File: config.mk
export PLATFORM = sky130hd
export DESIGN_NAME = psum_accumulator_flat
export DESIGN_NICKNAME = d
export VERILOG_FILES = /design/src/rtl/psum_pkg.sv /design/src/rtl/psum_accumulator_if.sv /design/src/rtl/psum_out_fifo.sv /design/src/rtl/psum_reg.sv /design/src/rtl/psum_accumulator.sv /design/src/flat_wrapper.sv
export SDC_FILE = /design/constraint.sdc
export NUM_CORES = 1
export LEC_CHECK = 0
export CAP_MARGIN = 20
export CORE_MARGIN = 2
export CORE_UTILIZATION = 35
export CTS_CLUSTER_SIZE = 14
export DETAILED_ROUTE_END_ITERATION = 16
export PLACE_DENSITY = 0.51
export SLEW_MARGIN = 25
export SYNTH_ARGS = -nofsm -noshare
export SYNTH_HDL_FRONTEND = slang
export SYNTH_SLANG_ARGS = --single-unit
File: constraint.sdc
create_clock -name clk -period 7.3 [get_ports clk]
set_input_delay 1.46 -clock clk [delete_from_list [all_inputs] [get_ports clk]]
set_output_delay 1.46 -clock clk [all_outputs]
set_load 0.005 [all_outputs]
File: src/rtl/psum_pkg.sv
`default_nettype none
//============================================================================
// Module : psum_pkg
// Brief  : Shared types and constants for the partial-sum accumulator.
// Rev    : 1.0 - initial release
//============================================================================
package psum_pkg;

   localparam int DEF_ACC_W = 32;
   localparam int DEF_CNT_W = 8;

   typedef logic signed [DEF_ACC_W-1:0] acc_t;

   typedef struct packed {
      acc_t                 sum;
      logic [DEF_CNT_W-1:0] count;
      logic                 ovf;
   } fifo_entry_t;

   typedef enum logic [0:0] {
      IDLE  = 1'b0,
      ACCUM = 1'b1
   } acc_state_e;

   localparam acc_t ACC_MAX = {1'b0, {(DEF_ACC_W-1){1'b1}}};
   localparam acc_t ACC_MIN = {1'b1, {(DEF_ACC_W-1){1'b0}}};

   // Same-sign operands whose result flips sign.
   function automatic logic signedOvf(input logic aSign, input logic bSign, input logic sSign);
      return (aSign == bSign) && (sSign != aSign);
   endfunction

endpackage
`default_nettype wire

File: src/rtl/psum_accumulator_if.sv
`default_nettype none
//============================================================================
// Module : psum_accumulator_if
// Brief  : Input and output valid/ready streams of the psum accumulator.
// Rev    : 1.0 - initial release
//============================================================================
interface psum_accumulator_if #(
   parameter int ACC_W = 32,
   parameter int CNT_W = 8
);
   logic                    in_valid;
   logic                    in_ready;
   logic signed [ACC_W-1:0] in_psum;
   logic                    in_last;
   logic                    out_valid;
   logic                    out_ready;
   logic signed [ACC_W-1:0] out_sum;
   logic [CNT_W-1:0]        out_count;
   logic                    out_ovf;

   modport master (
      output in_valid, in_psum, in_last, out_ready,
      input  in_ready, out_valid, out_sum, out_count, out_ovf
   );

   modport slave (
      input  in_valid, in_psum, in_last, out_ready,
      output in_ready, out_valid, out_sum, out_count, out_ovf
   );
endinterface
`default_nettype wire

File: src/rtl/psum_out_fifo.sv
`default_nettype none
//============================================================================
// Module : psum_out_fifo
// Brief  : Two-entry synchronous FIFO built from two enabled register slots.
// Rev    : 1.0 - initial release
//============================================================================
module psum_out_fifo
   import psum_pkg::*;
#(
   parameter type T = fifo_entry_t
)(
   input  wire logic clk,
   input  wire logic rst,
   input  wire logic i_push,
   input  wire T     i_data,
   input  wire logic i_pop,
   output T          o_data,
   output logic      o_full,
   output logic      o_empty,
   output logic [1:0] o_count
);

   logic       r_wrPtr;
   logic       r_rdPtr;
   logic [1:0] r_count;
   logic       w_doPush;
   logic       w_doPop;
   logic [1:0] w_slotEn;
   T           w_slotQ [2];

   assign w_doPop  = i_pop && (r_count != 2'd0);
   // A full FIFO can still take a write into the slot being drained this cycle.
   assign w_doPush = i_push && ((r_count != 2'd2) || w_doPop);

   generate
      for (genvar g = 0; g < 2; g++) begin : g_slot
         assign w_slotEn[g] = w_doPush && (r_wrPtr == 1'(g));
         psum_reg #(.T(T)) u_slot (
            .clk  (clk),
            .rst  (rst),
            .i_en (w_slotEn[g]),
            .i_d  (i_data),
            .o_q  (w_slotQ[g])
         );
      end
   endgenerate

   assign o_data  = w_slotQ[r_rdPtr];
   assign o_full  = (r_count == 2'd2);
   assign o_empty = (r_count == 2'd0);
   assign o_count = r_count;

   always_ff @(posedge clk or posedge rst) begin
      if (rst) begin
         r_wrPtr <= 1'b0;
         r_rdPtr <= 1'b0;
         r_count <= 2'd0;
      end else begin
         if (w_doPush) begin
            r_wrPtr <= ~r_wrPtr;
         end
         if (w_doPop) begin
            r_rdPtr <= ~r_rdPtr;
         end
         case ({w_doPush, w_doPop})
            2'b10:   r_count <= r_count + 2'd1;
            2'b01:   r_count <= r_count - 2'd1;
            default: r_count <= r_count;
         endcase
      end
   end

endmodule
`default_nettype wire

File: src/rtl/psum_reg.sv
`default_nettype none
//============================================================================
// Module : psum_reg
// Brief  : Enabled register with asynchronous active-high clear.
// Rev    : 1.0 - initial release
//============================================================================
module psum_reg #(
   parameter type T = logic
)(
   input  wire logic clk,
   input  wire logic rst,
   input  wire logic i_en,
   input  wire T     i_d,
   output T          o_q
);

   always_ff @(posedge clk or posedge rst) begin
      if (rst) begin
         o_q <= '0;
      end else if (i_en) begin
         o_q <= i_d;
      end
   end

endmodule
`default_nettype wire

File: src/rtl/psum_accumulator.sv
`default_nettype none
//============================================================================
// Module : psum_accumulator
// Brief  : Accumulates per-tile column partial sums over a pass and queues
//          the result in a 2-entry output FIFO. Optional macro
//          PSUM_ACC_SATURATE_EN clamps on signed overflow instead of wrapping.
// Rev    : 1.0 - initial release
//============================================================================
module psum_accumulator
   import psum_pkg::*;
#(
   parameter int ACC_W      = 32,
   parameter int CNT_W      = 8,
   parameter int FIFO_DEPTH = 2
)(
   input wire logic          clk,
   input wire logic          rst,
   psum_accumulator_if.slave bus
);

   generate
      if (FIFO_DEPTH != 2) begin : g_depthCheck
         $error("psum_accumulator: FIFO_DEPTH must be 2");
      end
   endgenerate

   typedef struct packed {
      logic signed [ACC_W-1:0] sum;
      logic [CNT_W-1:0]        count;
      logic                    ovf;
   } entry_t;

   localparam logic [CNT_W-1:0]        CNT_MAX = '1;
   localparam logic signed [ACC_W-1:0] SAT_MAX = {1'b0, {(ACC_W-1){1'b1}}};
   localparam logic signed [ACC_W-1:0] SAT_MIN = {1'b1, {(ACC_W-1){1'b0}}};

   acc_state_e              r_state;
   acc_state_e              w_stateNext;
   logic signed [ACC_W-1:0] r_acc;
   logic [CNT_W-1:0]        r_tileCnt;
   logic                    r_ovfSticky;

   logic signed [ACC_W-1:0] w_base;
   logic signed [ACC_W-1:0] w_rawSum;
   logic signed [ACC_W-1:0] w_sum;
   logic [CNT_W-1:0]        w_cntBase;
   logic [CNT_W-1:0]        w_cntInc;
   logic                    w_ovfBase;
   logic                    w_stepOvf;
   logic                    w_ovfAll;
   logic                    w_accept;
   logic                    w_push;
   logic                    w_load;
   logic                    w_pop;
   logic                    w_full;
   logic                    w_empty;
   logic [1:0]              w_count;
   entry_t                  w_pushData;
   entry_t                  w_head;

   assign bus.in_ready = (w_count < 2'd2);
   assign w_accept     = bus.in_valid && !w_full;
   assign w_pop        = bus.out_valid && bus.out_ready;

   // A pass starts from zero, so IDLE and ACCUM share one adder.
   assign w_base    = (r_state == ACCUM) ? r_acc       : '0;
   assign w_cntBase = (r_state == ACCUM) ? r_tileCnt   : '0;
   assign w_ovfBase = (r_state == ACCUM) ? r_ovfSticky : 1'b0;

   assign w_rawSum  = w_base + bus.in_psum;
   assign w_stepOvf = signedOvf(w_base[ACC_W-1], bus.in_psum[ACC_W-1], w_rawSum[ACC_W-1]);
   assign w_ovfAll  = w_ovfBase | w_stepOvf;
   assign w_cntInc  = (w_cntBase == CNT_MAX) ? CNT_MAX : w_cntBase + 1'b1;

`ifdef PSUM_ACC_SATURATE_EN
   assign w_sum = w_stepOvf ? (w_base[ACC_W-1] ? SAT_MIN : SAT_MAX) : w_rawSum;
`else
   assign w_sum = w_rawSum;
`endif

   always_comb begin
      w_pushData.sum   = w_sum;
      w_pushData.count = w_cntInc;
      w_pushData.ovf   = w_ovfAll;
   end

   always_ff @(posedge clk or posedge rst) begin
      if (rst) begin
         r_state <= IDLE;
      end else begin
         r_state <= w_stateNext;
      end
   end

   always_comb begin
      w_stateNext = r_state;
      w_push      = 1'b0;
      w_load      = 1'b0;
      case (r_state)
         IDLE: begin
            if (w_accept) begin
               if (bus.in_last) begin
                  w_push = 1'b1;
               end else begin
                  w_load      = 1'b1;
                  w_stateNext = ACCUM;
               end
            end
         end
         ACCUM: begin
            if (w_accept) begin
               if (bus.in_last) begin
                  w_push      = 1'b1;
                  w_stateNext = IDLE;
               end else begin
                  w_load = 1'b1;
               end
            end
         end
         default: w_stateNext = IDLE;
      endcase
   end

   always_ff @(posedge clk or posedge rst) begin
      if (rst) begin
         r_acc       <= '0;
         r_tileCnt   <= '0;
         r_ovfSticky <= 1'b0;
      end else if (w_load) begin
         r_acc       <= w_sum;
         r_tileCnt   <= w_cntInc;
         r_ovfSticky <= w_ovfAll;
      end
   end

   psum_out_fifo #(.T(entry_t)) u_fifo (
      .clk     (clk),
      .rst     (rst),
      .i_push  (w_push),
      .i_data  (w_pushData),
      .i_pop   (w_pop),
      .o_data  (w_head),
      .o_full  (w_full),
      .o_empty (w_empty),
      .o_count (w_count)
   );

   assign bus.out_valid = !w_empty;
   assign bus.out_sum   = w_head.sum;
   assign bus.out_count = w_head.count;
   assign bus.out_ovf   = w_head.ovf;

endmodule
`default_nettype wire

File: src/flat_wrapper.sv
// flat-port wrapper written by rule: the top's interface ports become plain ports
module psum_accumulator_flat import psum_pkg::*;
#(
   parameter int ACC_W      = 32,
   parameter int CNT_W      = 8,
   parameter int FIFO_DEPTH = 2
)
  (clk, rst, bus_in_valid, bus_in_psum, bus_in_last, bus_out_ready, bus_in_ready, bus_out_valid, bus_out_sum, bus_out_count, bus_out_ovf);
  psum_accumulator_if #(.ACC_W(ACC_W), .CNT_W(CNT_W)) bus_i ();
  input wire logic clk;
  input wire logic rst;
  input wire logic [$bits(bus_i.in_valid)-1:0] bus_in_valid;
  input wire logic [$bits(bus_i.in_psum)-1:0] bus_in_psum;
  input wire logic [$bits(bus_i.in_last)-1:0] bus_in_last;
  input wire logic [$bits(bus_i.out_ready)-1:0] bus_out_ready;
  output wire logic [$bits(bus_i.in_ready)-1:0] bus_in_ready;
  output wire logic [$bits(bus_i.out_valid)-1:0] bus_out_valid;
  output wire logic [$bits(bus_i.out_sum)-1:0] bus_out_sum;
  output wire logic [$bits(bus_i.out_count)-1:0] bus_out_count;
  output wire logic [$bits(bus_i.out_ovf)-1:0] bus_out_ovf;
  assign bus_i.in_valid = bus_in_valid;
  assign bus_i.in_psum = bus_in_psum;
  assign bus_i.in_last = bus_in_last;
  assign bus_i.out_ready = bus_out_ready;
  assign bus_in_ready = bus_i.in_ready;
  assign bus_out_valid = bus_i.out_valid;
  assign bus_out_sum = bus_i.out_sum;
  assign bus_out_count = bus_i.out_count;
  assign bus_out_ovf = bus_i.out_ovf;
  psum_accumulator #(.ACC_W(ACC_W), .CNT_W(CNT_W), .FIFO_DEPTH(FIFO_DEPTH)) u_core (.clk(clk), .rst(rst), .bus(bus_i));
endmodule
# Word-level counts from Yosys, hierarchy flattened
# Index checks and enable logic that the tools add are counted.
# word_totals
ff_bits,128
latch_bits,0
mem_bits_rw,0
romBits,0
output_inout_bits,43
n_memories,0
# classes
add_sub_neg,4
mul,0
div_mod_pow,0
magnitude_cmp,2
n_eq_ne,7
shifts,0
mux,14
bitwise,5
n_reduce_logical,13
# op_table
op,count
2-to-1 mux 41 bit,3
adder 32 bit,1
2-to-1 mux 32 bit,1
2-to-1 mux 8 bit,2
adder 8 x 1 -> 8 bit (second input constant),1
equality test 8 bit (second input constant),1
logical AND 1 bit,7
2-to-1 mux 1 bit,6
equality test 2 bit (second input constant),2
one-hot mux 2 bit (2 select lines),1
nonzero test 2 bit,2
NOT 1 bit,3
adder 2 x 1 -> 2 bit (second input constant),1
equality test 2 x 1 -> 1 bit (second input constant),1
>= comparator 2 bit (second input constant),1
zero test 1 bit,2
zero test 2 bit,1
less-than comparator 2 bit (second input constant),1
inequality test 2 bit (second input constant),1
NOT 1 -> 2 bit,1
one-hot mux 1 bit (2 select lines),1
subtractor 2 x 1 -> 2 bit (second input constant),1
equality test 1 bit,1
logical OR 1 bit,1
other kinds (2),2

# Depth between registers and ports, before layout
# depth
depth_word,8
depth_mapped,15
mapped_depth_nobuf,12

# Modules after synthesis
# Synthesis repeated with hierarchy kept, for this count alone.
# unflattened
hier_cells,716
area_unflattened_um2,8062.7
# by_module_without_submodules
mod,instances,cells_each,area_per_inst_um2,seq_area_each_um2
psum_accumulator,1,469,3883.7,1051.0
psum_reg,2,88,1732.9,1026.0
psum_out_fifo,1,71,713.2,100.1

# Worst setup path after synthesis
# OpenSTA, ideal clock, no wires.
# synth_timing
path_type,input-to-reg
startpoint,input bus_in_psum[0]
endpoint,register u_core.r_acc[28]
arrival_time_ns,3.729
t_required_ns,7.175
slack_ns,3.447
cell_stages,11
path_cell_list,ha_1 > inv_1 > fa_1 > nor2b_4 > o2111ai_1 > a211oi_2 > o31ai_2 > o31a_2 > o311ai_4 > xor2_1 > mux2_2
# synth_via
elab_chain_cells,1
# synth_lines
element,line,text
from (decl),flat_wrapper.sv:13,input wire logic [$bits(bus_i.in_psum)-1:0] bus_in_psum;
adder 32 bit,psum_accumulator.sv:70,assign w_rawSum = w_base + bus.in_psum;
to (signal assigned),psum_accumulator.sv:130,r_acc <= w_sum;
to (decl),psum_accumulator.sv:39,logic signed [ACC_W-1:0] r_acc;
# No other way between the ends.
# A chain may end at the register's enable or synchronous reset.

# Final worst setup path
# layout_timing
startpoint,input bus_in_psum[0]
endpoint,register u_core.u_fifo.g_slot[0].u_slot.o_q[37] in the netlist's numbering
# layout_via
elab_chain_cells,1
# layout_lines
element,line,text
adder 32 bit,psum_accumulator.sv:70,
to (signal assigned),psum_reg.sv:21,o_q <= i_d;
to (decl),psum_reg.sv:14,output T o_q
# No other way between the ends.

==> impl_metrics.tcl <==
set metrics [dict create \
    outcome "completed" \
    critPathMaxFanout 7 \
    fin_setup_tns_ns 0 \
    netlist.area_leader.share_pct 42.6 \
    yosysMostFrequentCell "nand2_1" \
    antenna_found_initial 0 \
    cts_buffer_depth 2 \
    io_buffers 79 \
    drtIter0Drc 354 \
    overflow 0 \
    synthTopCellsByArea "dfrtp_1 (43%), mux2_2 (12%), nand2_1 (9.0%), ha_1 (5.5%), o21ai_0 (4.1%)" \
    ys_types 64 \
    fmaxAchievable_mhz 237 \
    wl_met3_um 514 \
    root_buffer "clkbuf_16" \
    min_period_over_period_pct 57.8 \
    min_from "u_core.r_acc[0]$_DFFE_PP0P_" \
    nets 934 \
    n_antenna_cell 0 \
    setup_ws_ns 3.08 \
    rows 53 \
    wl_met1_mm 9.43 \
    synth_top_family_by_area "simple AND/OR/NAND/NOR gates" \
    pre_cts_ws_ns 2.63 \
    cp-start-kind "primary input" \
    p_sw_mw 1.58 \
    synth_cells 796 \
    vias_per_cell 4.96 \
    fin_crit_ns 4.22 \
    tritoncts "built" \
    grt_use_total_pct 17.0 \
    synth_area_um2 7510 \
    final_antenna_net_count 0 \
    ys_seq_area_share_pct 42.6 \
    chipHeight_um 151 \
    syn2layout_area_growth_pct 21.5 \
    muxShareOfSynthArea_pct 12.0 \
    cts_hold_buf 0 \
    synth_compound_area_share_pct 14.0 \
    reg2reg_depth 13 \
    pwr-share-clk_pct 20.9 \
    yosysWarnings 0 \
    dieArea_um2 22700 \
    start_util_pct 35.7 \
    power.leakage_nw 4.13 \
    coreArea_um2 21000 \
    vdd_drop_max_mv 0.184 \
    clk_latency_ns 0.43 \
    sw_frac_of_total_pct 37.4 \
    finalMaxSlewViolations 0 \
    crit_path_end_kind "register" \
    rsz0062_at_grt "false" \
    syn-mean-instance-area_um2 9.44 \
    grt_pass1_vias 5622 \
    ys_top_cells_by_count "nand2_1 (180), dfrtp_1 (128), mux2_2 (78), o21ai_0 (61)" \
    synth-edff-count 0 \
    post_drt_wl_per_cell_um 15.8 \
    synthAdderAreaFrac_pct 5.76 \
    fin_skew_ns 0.00879 \
    critPathArrivalTime_ns 4.53 \
    seqPwrFrac_pct 28.7 \
    hold_class "reg -> reg" \
    ctsHtreeMaxLevel 4 \
    whs_path_depth 2 \
    r2r-end "u_core.u_fifo.g_slot[0].u_slot.o_q[37]$_DFFE_PP0P_" \
    synth_nets 867 \
    highest_layer "met4" \
    yosys.area_share.simple_pct 18.9 \
    cts_setup_buffers 0 \
    num_vias 5707 \
    synth_xor_area_share_pct 3.35 \
    crit_required_ns 7.61 \
    min_to "u_core.r_acc[0]$_DFFE_PP0P_" \
    ys_async_sr_fraction_pct 100 \
    holdWs_ns 0.463 \
    total_power_mw 4.23 \
    die_x_um 151 \
    worstMarginPinSlew_ns 1.03 \
    grt_pass1_wl_mm 29.8 \
    crit_type "in -> reg" \
    rrSetupSlack_ns 3.66 \
    hold_viol_final 0 \
    path_clk_slew_ns 0.06 \
    timing.slew.headroom_pct 31.0 \
    wl_mm 18.2 \
    drive_gt1_share_pct 15.6 \
    combPwrFrac_pct 50.4 \
    grt_max_degree 71 \
    synthFlopType "dfrtp_1" \
    cts_buffers 17 \
    cts.repair.resized 0 \
    hpwl_mm 12.3 \
    drv_cap 0 \
    boundaryPins 80 \
    p_int_mw 2.65 \
    setup_viol 0 \
    met2_length_mm 7.99 \
    cts_sinks 128 \
    drc 0 \
    powerDensity_nw_per_um2 464 \
    yosys.area.top_type "dfrtp_1" \
    drtPass1Iterations 5 \
    synth_seq_cells 128 \
    gp_congestion 0.760 \
]
-- final cells by class --
class                   count  area [µm²]
well taps                 275         344
fillers                  2031       11900
flip-flops and latches    128        3200
clock buffers              19         443
repair buffers             86         843
inverters                  19        73.8
multi-input cells         611        4060
clock inverters            13         163
-- how the worst max path moves through the flow --
stage	slack (ns)	endpoint	startpoint	cells past startpoint
final	3.08	u_core.u_fifo.g_slot[0].u_slot.o_q[37]$_DFFE_PP0P_	bus_in_psum[0]	12
after global routing	2.94	u_core.u_fifo.g_slot[0].u_slot.o_q[37]$_DFFE_PP0P_	bus_in_psum[0]	12
after CTS	3.08	u_core.u_fifo.g_slot[0].u_slot.o_q[37]$_DFFE_PP0P_	bus_in_psum[0]	12
after detailed placement	2.63	u_core.u_fifo.g_slot[0].u_slot.o_q[37]$_DFFE_PP0P_	bus_in_psum[0]	12
after global placement	2.69	u_core.u_fifo.g_slot[0].u_slot.o_q[37]$_DFFE_PP0P_	bus_in_psum[0]	12
after floorplan	2.43	async pin	rst	1
-- cell usage in the layout, fill, tap and decap left out, types with 14 or more instances in the layout --
cell type	instances
nor2_1	31
inv_1	18
clkdlybuf4s50_1	79
o21ai_0	61
a21oi_1	31
dfrtp_1	127
nand2_1	180
clkbuf_16	17
xnor2_1	17
ha_1	33
nand3_1	14
mux2_2	78
and2_1	33
-- logic make-up after synthesis --
group                      count (synthesis)
and+or+nand+nor                          309
muxes                                     80
xor gates and xnor gates                  27
DFF                                      128
AOI/OAI and AO/OA                        161
buffers and inverters                     57
adders and majority gates                 34
-- metrics by stage --
step,util [%],instances,area [µm²]
3_5_place_dp,40.6,1119,8520
3_3_place_gp,40.6,1119,8520
5_1_grt,43.4,1151,9130
2_1_floorplan,-,796,7510
4_1_cts,43.4,1151,9130
6_report,43.4,1151,9130
-- worst max-delay path, cell delays in order --
cell	delay, ns
clkdlybuf4s50_1	0.47
ha_1	0.17
inv_1	0.06
fa_1	0.44
nor2b_4	0.14
o2111ai_1	0.17
a211oi_2	0.33
o31ai_2	0.18
o31a_2	0.43
o311ai_4	0.28
xor2_1	0.13
mux2_2	0.28
-- power by group through the flow --
| stage | combinational (mW) | clock (mW) | sequential, mW |
|---|---|---|---|
| 5_1_grt | 2.40 | 0.935 | 1.26 |
| 3_3_place_gp | 2.14 | 0 | 1.22 |
| 3_5_place_dp | 2.15 | 0 | 1.23 |
| 6_report | 2.13 | 0.886 | 1.21 |
| 4_1_cts | 2.16 | 0.902 | 1.22 |
| 2_1_floorplan | 1.52 | 0 | 1.16 |
-- state kept, by name, indices dropped and copies added, names as in the netlist, named ones only --
register	cells
u_core.u_fifo.g_slot.u_slot.o_q	82
u_core.r_acc	32
u_core.r_tileCnt	8
u_core.u_fifo.o_count	2
u_core.r_ovfSticky	1
u_core.u_fifo.r_rdPtr	1
u_core.u_fifo.r_wrPtr	1
-- per-layer routing --
layer / vias to the layer above / global-route usage, %
met3: 14 / 3.03
met1: 2704 / 24.8
met2: 85 / 25.4
met4: 0 / 5.80
li1: 2904 / -
met5: - / 0
(Power assumes the default switching activity.)
